## src/rtl/mux_scan_sequencer.sv

```systemverilog
// Scans an external 8:1 mux through channels 0..7, settling before each
// sample, and hands the assembled byte to a consumer via valid/ready.
module mux_scan_sequencer #(
  parameter int unsigned SETTLE_CYCLES = 1,
  parameter bit          CONT_MODE     = 1'b0
) (
  input  logic       clk,
  input  logic       rst_n,
  input  logic       start,
  input  logic       abort,
  input  logic       y_in,
  output logic       s0,
  output logic       s1,
  output logic       s2,
  output logic [7:0] data_out,
  output logic       data_valid,
  input  logic       data_ready,
  output logic       busy
);

  typedef enum logic [1:0] {
    IDLE,
    SETTLE,
    SAMPLE,
    DONE
  } state_e;

  localparam logic [3:0] SettleLd = 4'(SETTLE_CYCLES);
  localparam logic [2:0] LastIdx  = 3'd7;
  localparam logic [2:0] Park     = 3'b111;

  state_e     state_q;
  state_e     state_d;
  logic [2:0] idx_q;
  logic [2:0] idx_d;
  logic [3:0] cnt_q;
  logic [3:0] cnt_d;
  logic [7:0] shreg_q;
  logic [7:0] shreg_d;
  logic [7:0] dout_q;
  logic [7:0] dout_d;
  logic       valid_q;
  logic       valid_d;
  logic       scanning;
  logic [2:0] sel;

  // Next-state logic; abort wins over start and the output handshake.
  always_comb begin
    state_d = state_q;
    idx_d   = idx_q;
    cnt_d   = cnt_q;
    shreg_d = shreg_q;
    dout_d  = dout_q;
    valid_d = valid_q;
    if (abort) begin
      state_d = IDLE;
      idx_d   = 3'd0;
      cnt_d   = 4'd0;
      shreg_d = 8'h00;
      valid_d = 1'b0;
    end else begin
      unique case (state_q)
        IDLE: begin
          if (start) begin
            state_d = SETTLE;
            idx_d   = 3'd0;
            cnt_d   = SettleLd;
            shreg_d = 8'h00;
          end
        end
        SETTLE: begin
          if (cnt_q <= 4'd1) begin
            state_d = SAMPLE;
            cnt_d   = 4'd0;
          end else begin
            cnt_d = cnt_q - 4'd1;
          end
        end
        SAMPLE: begin
          shreg_d[idx_q] = y_in;
          if (idx_q == LastIdx) begin
            dout_d  = {y_in, shreg_q[6:0]};
            valid_d = 1'b1;
            state_d = DONE;
          end else begin
            idx_d   = idx_q + 3'd1;
            cnt_d   = SettleLd;
            state_d = SETTLE;
          end
        end
        DONE: begin
          if (data_ready) begin
            valid_d = 1'b0;
            if (CONT_MODE || start) begin
              state_d = SETTLE;
              idx_d   = 3'd0;
              cnt_d   = SettleLd;
              shreg_d = 8'h00;
            end else begin
              state_d = IDLE;
              idx_d   = 3'd0;
            end
          end
        end
        default: begin
          state_d = IDLE;
          idx_d   = 3'd0;
          cnt_d   = 4'd0;
          valid_d = 1'b0;
        end
      endcase
    end
  end

  // State and datapath registers.
  always_ff @(posedge clk or negedge rst_n) begin
    if (!rst_n) begin
      state_q <= IDLE;
      idx_q   <= 3'd0;
      cnt_q   <= 4'd0;
      shreg_q <= 8'h00;
      dout_q  <= 8'h00;
      valid_q <= 1'b0;
    end else begin
      state_q <= state_d;
      idx_q   <= idx_d;
      cnt_q   <= cnt_d;
      shreg_q <= shreg_d;
      dout_q  <= dout_d;
      valid_q <= valid_d;
    end
  end

  // Select follows idx only while scanning; parked otherwise so that
  // channel 0 always starts with a select transition.
  always_comb begin
    scanning = (state_q == SETTLE) || (state_q == SAMPLE);
    sel      = scanning ? idx_q : Park;
  end

  assign s0         = sel[2];
  assign s1         = sel[1];
  assign s2         = sel[0];
  assign data_out   = dout_q;
  assign data_valid = valid_q;
  assign busy       = (state_q != IDLE);

endmodule

```

## config.mk

```make
export PLATFORM = sky130hd
export DESIGN_NAME = mux_scan_sequencer
export DESIGN_NICKNAME = d
export VERILOG_FILES = /design/src/rtl/mux_scan_sequencer.sv
export SDC_FILE = /design/constraint.sdc
export NUM_CORES = 1
export LEC_CHECK = 0
export BUFFER_PORTS_ARGS = -buffer_cell sky130_fd_sc_hd__buf_2
export CORE_MARGIN = 4
export CORE_UTILIZATION = 27
export CTS_BUF_LIST = sky130_fd_sc_hd__clkbuf_8
export CTS_CLUSTER_SIZE = 40
export DETAILED_ROUTE_END_ITERATION = 8
export PLACE_DENSITY_LB_ADDON = 0.25
export REMOVE_ABC_BUFFERS = 1
export SYNTH_ARGS = -nofsm -noshare
export SYNTH_HDL_FRONTEND = slang
export SYNTH_SLANG_ARGS = --single-unit
```

## constraint.sdc

```tcl
create_clock -name clk -period 2.1 [get_ports clk]
set_input_delay 0.105 -clock clk [delete_from_list [all_inputs] [get_ports clk]]
set_output_delay 0.105 -clock clk [all_outputs]
set_load 0.05 [all_outputs]
```

* Word-level counts from Yosys, hierarchy flattened
Index checks and enable logic that the tools add are counted.
Storage, ports and cells: memories kept 0, bits in latches 0, bits of input ports 6, register bits 26, memory bits (writable) 0, ROM bits 0
Cells by class: mux-type cells 30, multiply operators 0, equal/unequal tests 9, add/subtract/negate cells 2, shift operators 0, bitwise operators 1, divide/modulo/power cells 0, magnitude comparators 3, reduce and logical (&&, ||, !) cells 12
Operators by type and width (count):
- 8-bit two-way mux | 3
- 8-bit case mux with 3 select lines | 1
- 4-bit two-way mux | 5
- 4-bit case mux with 4 select lines | 1
- 3-bit two-way mux | 5
- 3-bit != test, second input constant | 5
- 2-bit two-way mux | 5
- 3-bit case mux with 3 select lines | 1
- 3-bit AND reduction | 3
- 8-bit bitwise mux | 1
- 2-bit case mux with 4 select lines | 1
- 1-bit two-way mux | 5
- 2-bit == test, second input constant | 2
- 4-bit by 1-bit less-or-equal comparator with 1-bit output, second input constant | 1
- 3-bit by 4-bit < comparator with 1-bit output, second input constant | 1
- 2-bit AND reduction | 2
- 4-bit AND reduction | 1
- 4-bit nonzero test | 1
- 4-bit by 1-bit subtractor with 4-bit output, second input constant | 1
- 3-bit by 1-bit adder with 3-bit output, second input constant | 1
- 1-bit demux with 3-bit select | 1
- 3-bit == test, second input constant | 1
- 3-bit by 1-bit >= comparator with 1-bit output, second input constant | 1
- 3-bit nonzero test | 1
- 7 further kinds | 7

* Logic depth before layout (Yosys ltp)
Gate-level depths: netlist (run 1).
depth after elaboration 7, gate-level depth with buffers 8

* Worst setup path after synthesis (run 1)
No wires, ideal clock.
path kind reg2reg, start point reg state_q[0], end point reg shreg_q[6], data required time 1.982 ns, setup time 0.118 ns, data arrival time 1.568 ns, stages on the path, launching flop included 9, period minus slack after synthesis 1.686 ns, slack 0.414 ns, cell sequence dfrtp_1 -> inv_1 -> ha_1 -> buf_6 -> nor2b_4 -> and3_4 -> buf_6 -> a32o_1 -> a21o_1
Between the ends: longest elaborated chain between the ends 3, elaborated cells on any way between the ends 8
Ends and longest elaborated chain:
- start, declared | RTL line 32 | state_e state_q;
- start signal, assigned | RTL line 125 | state_q <= state_d;
- 2-bit == test or 2-bit logical NOT (tied branches) | RTL line 62 | unique case (state_q)
- 8-bit case mux with 3 select lines (tied with other cells) | RTL line 62
- 8-bit two-way mux or 2-bit AND reduction (tied branches)
- end signal, assigned | RTL line 128 | shreg_q <= shreg_d;
- end, declared | RTL line 38 | logic [7:0] shreg_q;
Parallel ways exist; a longest one is shown, timed or not. A chain may end at the register's enable or synchronous reset.

* Worst setup path in the final report (run 1)
start point reg idx_q[0], end point reg idx_q[1]
Between the ends: longest elaborated chain between the ends 4, elaborated cells on any way between the ends 7
Ends and longest elaborated chain:
- start, declared | RTL line 34 | logic [2:0] idx_q;
- start signal, assigned | RTL line 126 | idx_q <= idx_d;
- 3-bit by 1-bit adder with 3-bit output | RTL line 86 | idx_d = idx_q + 3'd1;
- 3-bit two-way mux | RTL line 81 | if (idx_q == LastIdx) begin
- 3-bit case mux with 3 select lines | RTL line 62
- 3-bit two-way mux | RTL line 55 | if (abort) begin
Parallel ways exist; a longest one is shown, timed or not. The select of a mux whose other input is x is not followed.

==> summary.md, run 1 <==
| Metric | Value |
|---|---|
| Status | complete, no violations |
| Nets | approximately 180 |
| Most frequent cells in the layout | 25 x dfrtp_1, 18 x buf_2, 9 x nor2_1, 9 x nand2_1, 9 x a21o_1 |
| Max-Cap Viols | 0 |
| Syn_area_per_cell | between 10 and 15 µm² |
| Placed insts | 227 |
| Skew final | 0.003997 ns |
| Crit path max fanout | 11 |
| Relative slew margins | 0.6271 |
| Reg2Reg Depth | 6 |
| Routed WL | 2978 µm |
| Register-to-Register Setup Slack | 0.15 ns |
| Clock transition at path regs | around 0.09 ns |
| HPWL after detailed placement | between 2000 and 2500 µm |
| Clk buf depth | 2 |
| # DRC | 0 |
| CP Cell Sequence | ha_1, ha_1, nand2_1, o2111ai_1, or2_2, a21oi_1 |
| Yosys reg bits | 25 |
| CTS Buf Count | 3 |
| Synth area leaders | dfrtp_1 43%, ha_1 6.9%, mux2_2 6.3% |
| Chip height | a little over 80 µm |
| Syn Inst Count | 142 |
| DRT antenna net count | 0 |
| GR Util All Layers | 0.1021 |
| Initial antenna violation count | 0 |
| Final Util | 0.3235 |
| Row count | 26 |
| HP Start | y_in |
| WL/cell | 12.84 µm |
| Netlist cell types | 36 |
| Max-slew violation count | 0 |
| Post-Syn Area | 1441 µm² |
| Part of the cycle the worst path needs | 0.9285 |
| H-tree depth | 1 |
| Synthesis-to-finish area growth | 15.36% |
| Largest net degree at the start of global routing | 26 |
| Hold_buf cts | 1 |
| CTS sink cnt | 25 |
| DR vias/cell | 4.810 |
| Final Wtd Congestion | 0.7496 |
| I/O pin total | 19 |
| Number of port buffers | 18 |
| CTS tree | yes |
| Share of layout cells above drive strength 1 | 0.2407 |
| Hold Crit Class | input pin to flop |
| Setup crit end kind | flop |
| Worst skew pair latency | 0.27 ns |
| Final Hold Fails | 0 |
| Worst path max stage delay | 0.50 ns |
| Setup violators final | 0 |
| Most used cell, CP | ha_1 |
| WP data arrival | 2.15 ns |
| WS Path Type | flop to flop |
| Worst endpoint required time | about 2.3 ns |
| YS warnings | 0 |
| First-pass GRT wire length | 5319 µm |
| Ant diodes | 0 |
| Final Instance Count excl. Fillers | 232 |
| Number of setup buffers added after CTS | 0 |
| Total grt overflow | 0 |
| Vias in the first global route | 1141 |
| End of the worst register-to-register path | idx_q[1] |
| Die width | slightly above 80 µm |
| Most common cell after layout, fill and taps aside | dfrtp_1 |
| Worst Tran Pin Value | 0.5593 ns |
| Power density cells | 968.5 nW/µm² |
| Peak VDD IR | approximately 0.75 mV |
| Final worst path period need | 1.950 ns |
| Top cell type's share of synthesized area | 0.4340 |
| Part of the Yosys area used for sequential elements | 0.4340 |
| Crit path to | idx_q[1] |
| Die area | 6572 µm² |
| Root Driver | clkbuf_8 |
| RSZ-0062 raised after global routing | false |
| Crit-path slowest cell | dfrtp_1 |
| First drt pass iteration count | 4 |
| Initial Utilization | 0.2804 |
| Number of gates resized after cts | 0 |
| Synth area leader | dfrtp_1 |
| Core area | 5140 µm² |
| Setup TNS | 0 ns |
| DRC marker count from the first detailed-route iteration | 50 |
| Worst Setup SP | idx_q[0] |
| Vias | roughly 1100 |
| Max Clock Freq | 512.9 MHz |
| P_leak | 0.8494 nW |
| FF-to-FF Start | idx_q[0] |
| Critical path launch point type | flop |
power breakdown:
group          internal (mW)  switching [mW]
clock                  0.134           0.160
combinational          0.235           0.512
sequential             0.519          0.0499
total                  0.888           0.722
routing by layer:
metal | GRT usage | wire, µm | vias up | part of all wire
met5 | 0 | 0 | - | 0
met4 | 0.04054 | 31 | 0 | 0.010
met3 | 0.01220 | 98 | 2 | 0.033
met2 | 0.1724 | 1444 | 14 | 0.48
met1 | 0.1324 | 1403 | 547 | 0.47
li1 | - | - | 553 | -
state kept, by name, summed over array words and instances (netlist names):
signal      cells
cnt_q           4
shreg_q         7
idx_q           3
state_q         2
data_out        8
data_valid      1
final cells by class:
class | instances | area, µm²
inverters | 8 | 30.03
repair buffers | 22 | 122.6
multi-input cells | 103 | 748.2
clock inverters | 1 | 7.507
well taps | 70 | 87.58
clock buffers | 3 | 41.29
flip-flops and latches | 25 | 625.6
fillers | 569 | 3477
synth_stat cells:
library cell / number
o211ai_1: 1
o21bai_1: 1
nor4b_1: 1
nor2b_1: 2
a21oi_1: 7
nand2b_1: 8
and3_4: 1
a31oi_1: 1
o32ai_1: 1
nor2_1: 9
o31ai_1: 2
nand2b_2: 1
a22o_1: 3
and3_1: 1
nor3_1: 2
buf_6: 2
clkbuf_1: 4
nand3b_1: 3
a311oi_1: 1
dfrtp_1: 25
a21o_1: 9
nor3b_1: 2
inv_1: 8
mux2i_1: 2
mux2_2: 8
a2111oi_0: 1
o21ai_0: 6
o2111ai_1: 1
or2_2: 3
nand3_1: 3
a2bb2oi_1: 1
nor2b_4: 1
a32o_1: 3
a221oi_1: 1
ha_1: 8
nand2_1: 9
metrics by stage:
step / hold slack [ns] / worst slack [ns] / cell area [µm²] / power (mW)
floorplan: -0.1906 / 0.4100 / 1404 / 1.134
finish: 0.1171 / 0.1502 / 1663 / 1.610
CTS: 0.1070 / 0.1455 / 1663 / 1.636
global route: 0.1154 / 0.02734 / 1663 / 1.738
global placement: 0.1328 / 0.2874 / 1604 / 1.317
detailed placement: 0.1444 / 0.1724 / 1604 / 1.325
worst max-delay path, delay by kind of cell, from the launching register on:
family,cells,cell delay [ns]
AOI/OAI and AO/OA,2,0.39
adders and majority gates,2,0.51
DFF,1,0.50
and+or+nand+nor,2,0.48
worst min path at each step:
stage,end,cells past startpoint
floorplan,cnt_q[0],0
global placement,state_q[0],1
detailed placement,state_q[0],1
CTS,data_out[7],2
global route,data_out[7],2
finish,data_out[7],2
cell families (layout without fill, tap and decap cells):
family,after synthesis,in the layout,synth area share
adders and majority gates,8,8,0.06945
AOI/OAI and AO/OA,39,39,0.1927
DFF,25,25,0.4340
muxes,10,10,0.07639
buffers and inverters,14,34,0.04687
and+or+nand+nor,46,46,0.1805
(Power assumes the default switching activity.)
==> run 2: changes to the inputs <==
Settings changed: CORE_ASPECT_RATIO set to 1.1.
==> run 2 against run 1 <==
Non-clock buffer count shrank 1; sequential power about the same; utilization up 0.30 points; clock power rose by 4%; critical endpoint is now cnt_q[2]; power is 1.1% higher; routed wire length up 3.8%; highest routed layer unchanged; global-route usage about the same; first-iteration DRC count increased by 4.0%; maximum frequency increased by 1.0%.
==> summary.md, run 2 (synthesis results as in run 1) <==
| Metric | Value |
|---|---|
| Status | complete, no violations (unchanged) |
| Skew final | 0.004049 ns (was 0.003997 ns) |
| HPWL after detailed placement | 2271 µm (was 2258 µm) |
| Crit path max fanout | 7 (was 11) |
| P_leak | 0.8514 nW (was 0.8494 nW) |
| Ant diodes | 0 (unchanged) |
| Row count | 27 (was 26) |
| Max reg flops | 8 (unchanged) |
| Relative slew margins | 0.6255 (was 0.6271) |
| First-pass GRT wire length | 5540 µm (was 5319 µm) |
| Routed WL | 3090 µm (was 2978 µm) |
| Share of layout cells above drive strength 1 | 0.2422 (was 0.2407) |
| WS Path Type | flop to flop (unchanged) |
| CTS tree | yes (unchanged) |
| DR vias/cell | 4.717 (was 4.810) |
| Max-slew violation count | 0 (unchanged) |
| RSZ-0062 raised after global routing | false (unchanged) |
| Filler cells | 531 (was 569) |
| DRC marker count from the first detailed-route iteration | 52 (was 50) |
| Initial Utilization | 0.2826 (was 0.2804) |
| Power density cells | 977.3 nW/µm² (was 968.5 nW/µm²) |
| Clock transition at path regs | 0.09 ns (about the same) |
| Most common cell after layout, fill and taps aside | dfrtp_1 (unchanged) |
| Clk buf depth | 2 (unchanged) |
| Final Power | 1.628 mW (was 1.610 mW) |
| HP Start | y_in (unchanged) |
| Worst endpoint required time | 2.30 ns (about the same) |
| Final Hold Fails | 0 (unchanged) |
| Max Clock Freq | 518.2 MHz (was 512.9 MHz) |
| Root Driver | clkbuf_8 (unchanged) |
| WP data arrival | 2.13 ns (was 2.15 ns) |
| First drt pass iteration count | 4 (unchanged) |
| Synthesis-to-finish area growth | 15.54% (was 15.36%) |
| CTS Buf Count | 3 (unchanged) |
| Worst Tran Pin Value | 0.5618 ns (was 0.5593 ns) |
| Vias | 1099 (was 1116) |
| # DRC | 0 (unchanged) |
| Worst Setup SP | state_q[1] (was idx_q[0]) |
| Setup TNS | 0 ns (unchanged) |
| Final worst path period need | 1.930 ns (was 1.950 ns) |
| Initial antenna violation count | 0 (unchanged) |
| Most frequent cells in the layout | 25 x dfrtp_1, 18 x buf_2, 9 x nor2_1, 9 x nand2_1, 9 x a21o_1 (unchanged) |
| Die width | 77.67 µm (was 81.07 µm) |
| H-tree depth | 1 (unchanged) |
| Worst skew pair latency | 0.27 ns (about the same) |
| Peak VDD IR | 1.031 mV (was 0.7507 mV) |
| I/O pin total | 19 (unchanged) |
| Die area | 6573 µm² (was 6572 µm²) |
| Part of the cycle the worst path needs | 0.9190 (was 0.9285) |
| Largest net degree at the start of global routing | 26 (unchanged) |
| Final Instance Count excl. Fillers | 233 (was 232) |
| GR Util All Layers | 0.1024 (was 0.1021) |
| CTS sink cnt | 25 (unchanged) |
| Chip height | 84.63 µm (was 81.07 µm) |
| Nets | 176 (was 177) |
| Max-Cap Viols | 0 (unchanged) |
| Critical path launch point type | flop (unchanged) |
| Placed insts | 228 (was 227) |
| Hold Crit Class | input pin to flop (unchanged) |
| WL/cell | 13.26 µm (was 12.84 µm) |
| Number of port buffers | 18 (unchanged) |
| Setup crit end kind | flop (unchanged) |
| Vias in the first global route | 1221 (was 1141) |
| Total grt overflow | 0 (unchanged) |
| DRT antenna net count | 0 (unchanged) |
| Setup violators final | 0 (unchanged) |
| Core area | 5101 µm² (was 5140 µm²) |
| Final Wtd Congestion | 0.8066 (was 0.7496) |
| FF-to-FF Start | state_q[1] (was idx_q[0]) |
run 2: cell count changes in the layout (fill, tap and decap cells not counted), sizes merged:
cell	delta
clkinvlp	-1
inv	+1
buf	-1
run 2: per-stage QoR:
stage          cell area (µm²)  hold WS [ns]  worst slack (ns)    util
3_3_place_gp              1599        0.1347            0.1927  0.3135
2_1_floorplan             1404       -0.1906            0.4100       -
6_report                  1665        0.1038            0.1702  0.3265
5_1_grt                   1665        0.1087           0.03407  0.3265
4_1_cts                   1659       0.09965            0.1308  0.3252
3_5_place_dp              1599        0.1445            0.1618  0.3135
run 2: final cells by class:
class | count | area [µm²] | area share
multi-input cells | 103 | 754.5 | 0.4530
flip-flops and latches | 25 | 625.6 | 0.3757
repair buffers | 21 | 115.1 | 0.06912
well taps | 72 | 90.09 | 0.05409
clock buffers | 3 | 41.29 | 0.02479
inverters | 8 | 30.03 | 0.01803
clock inverters | 1 | 8.758 | 0.005259
run 2: critical path: stages (launching register included):
cell and delay, ns:
dfrtp_1 0.48, inv_1 0.12, ha_1 0.36, or2_2 0.31
a31oi_1 0.37, o21ai_0 0.14, o21ai_0 0.08
run 2: final timing paths:
kind	end	slack (ns)	cells after the start
max	cnt_q[2]	0.17	6
min	data_out[7]	0.10	2
max reg2reg	cnt_q[2]	0.17	6
min reg2reg	data_out[3]	0.51	1
max in group asynchronous	idx_q[1]	1.37	2
min in group asynchronous	idx_q[2]	0.36	2
run 2: layer usage:
metal  global-route usage  part of all wire
met1               0.1298              0.46
met2               0.1760              0.49
met3              0.02897             0.047
met4              0.01456            0.0058
met5                    0                 0
run 2: what timing repair did:
item | 4_1_cts | 5_1_grt
gates resized for setup | 0 | 1
hold endpoints to repair | 25 | 0
setup endpoints to repair | 0 | 2
hold buffers | 1 | 0
buffers inserted | 0 | 0
run 2: where the power goes:
part,internal [mW],switching [mW],leakage [nW]
combinational,0.236,0.518,0.480
sequential,0.519,0.0501,0.346
clock,0.139,0.166,0.0261
total,0.894,0.734,0.851
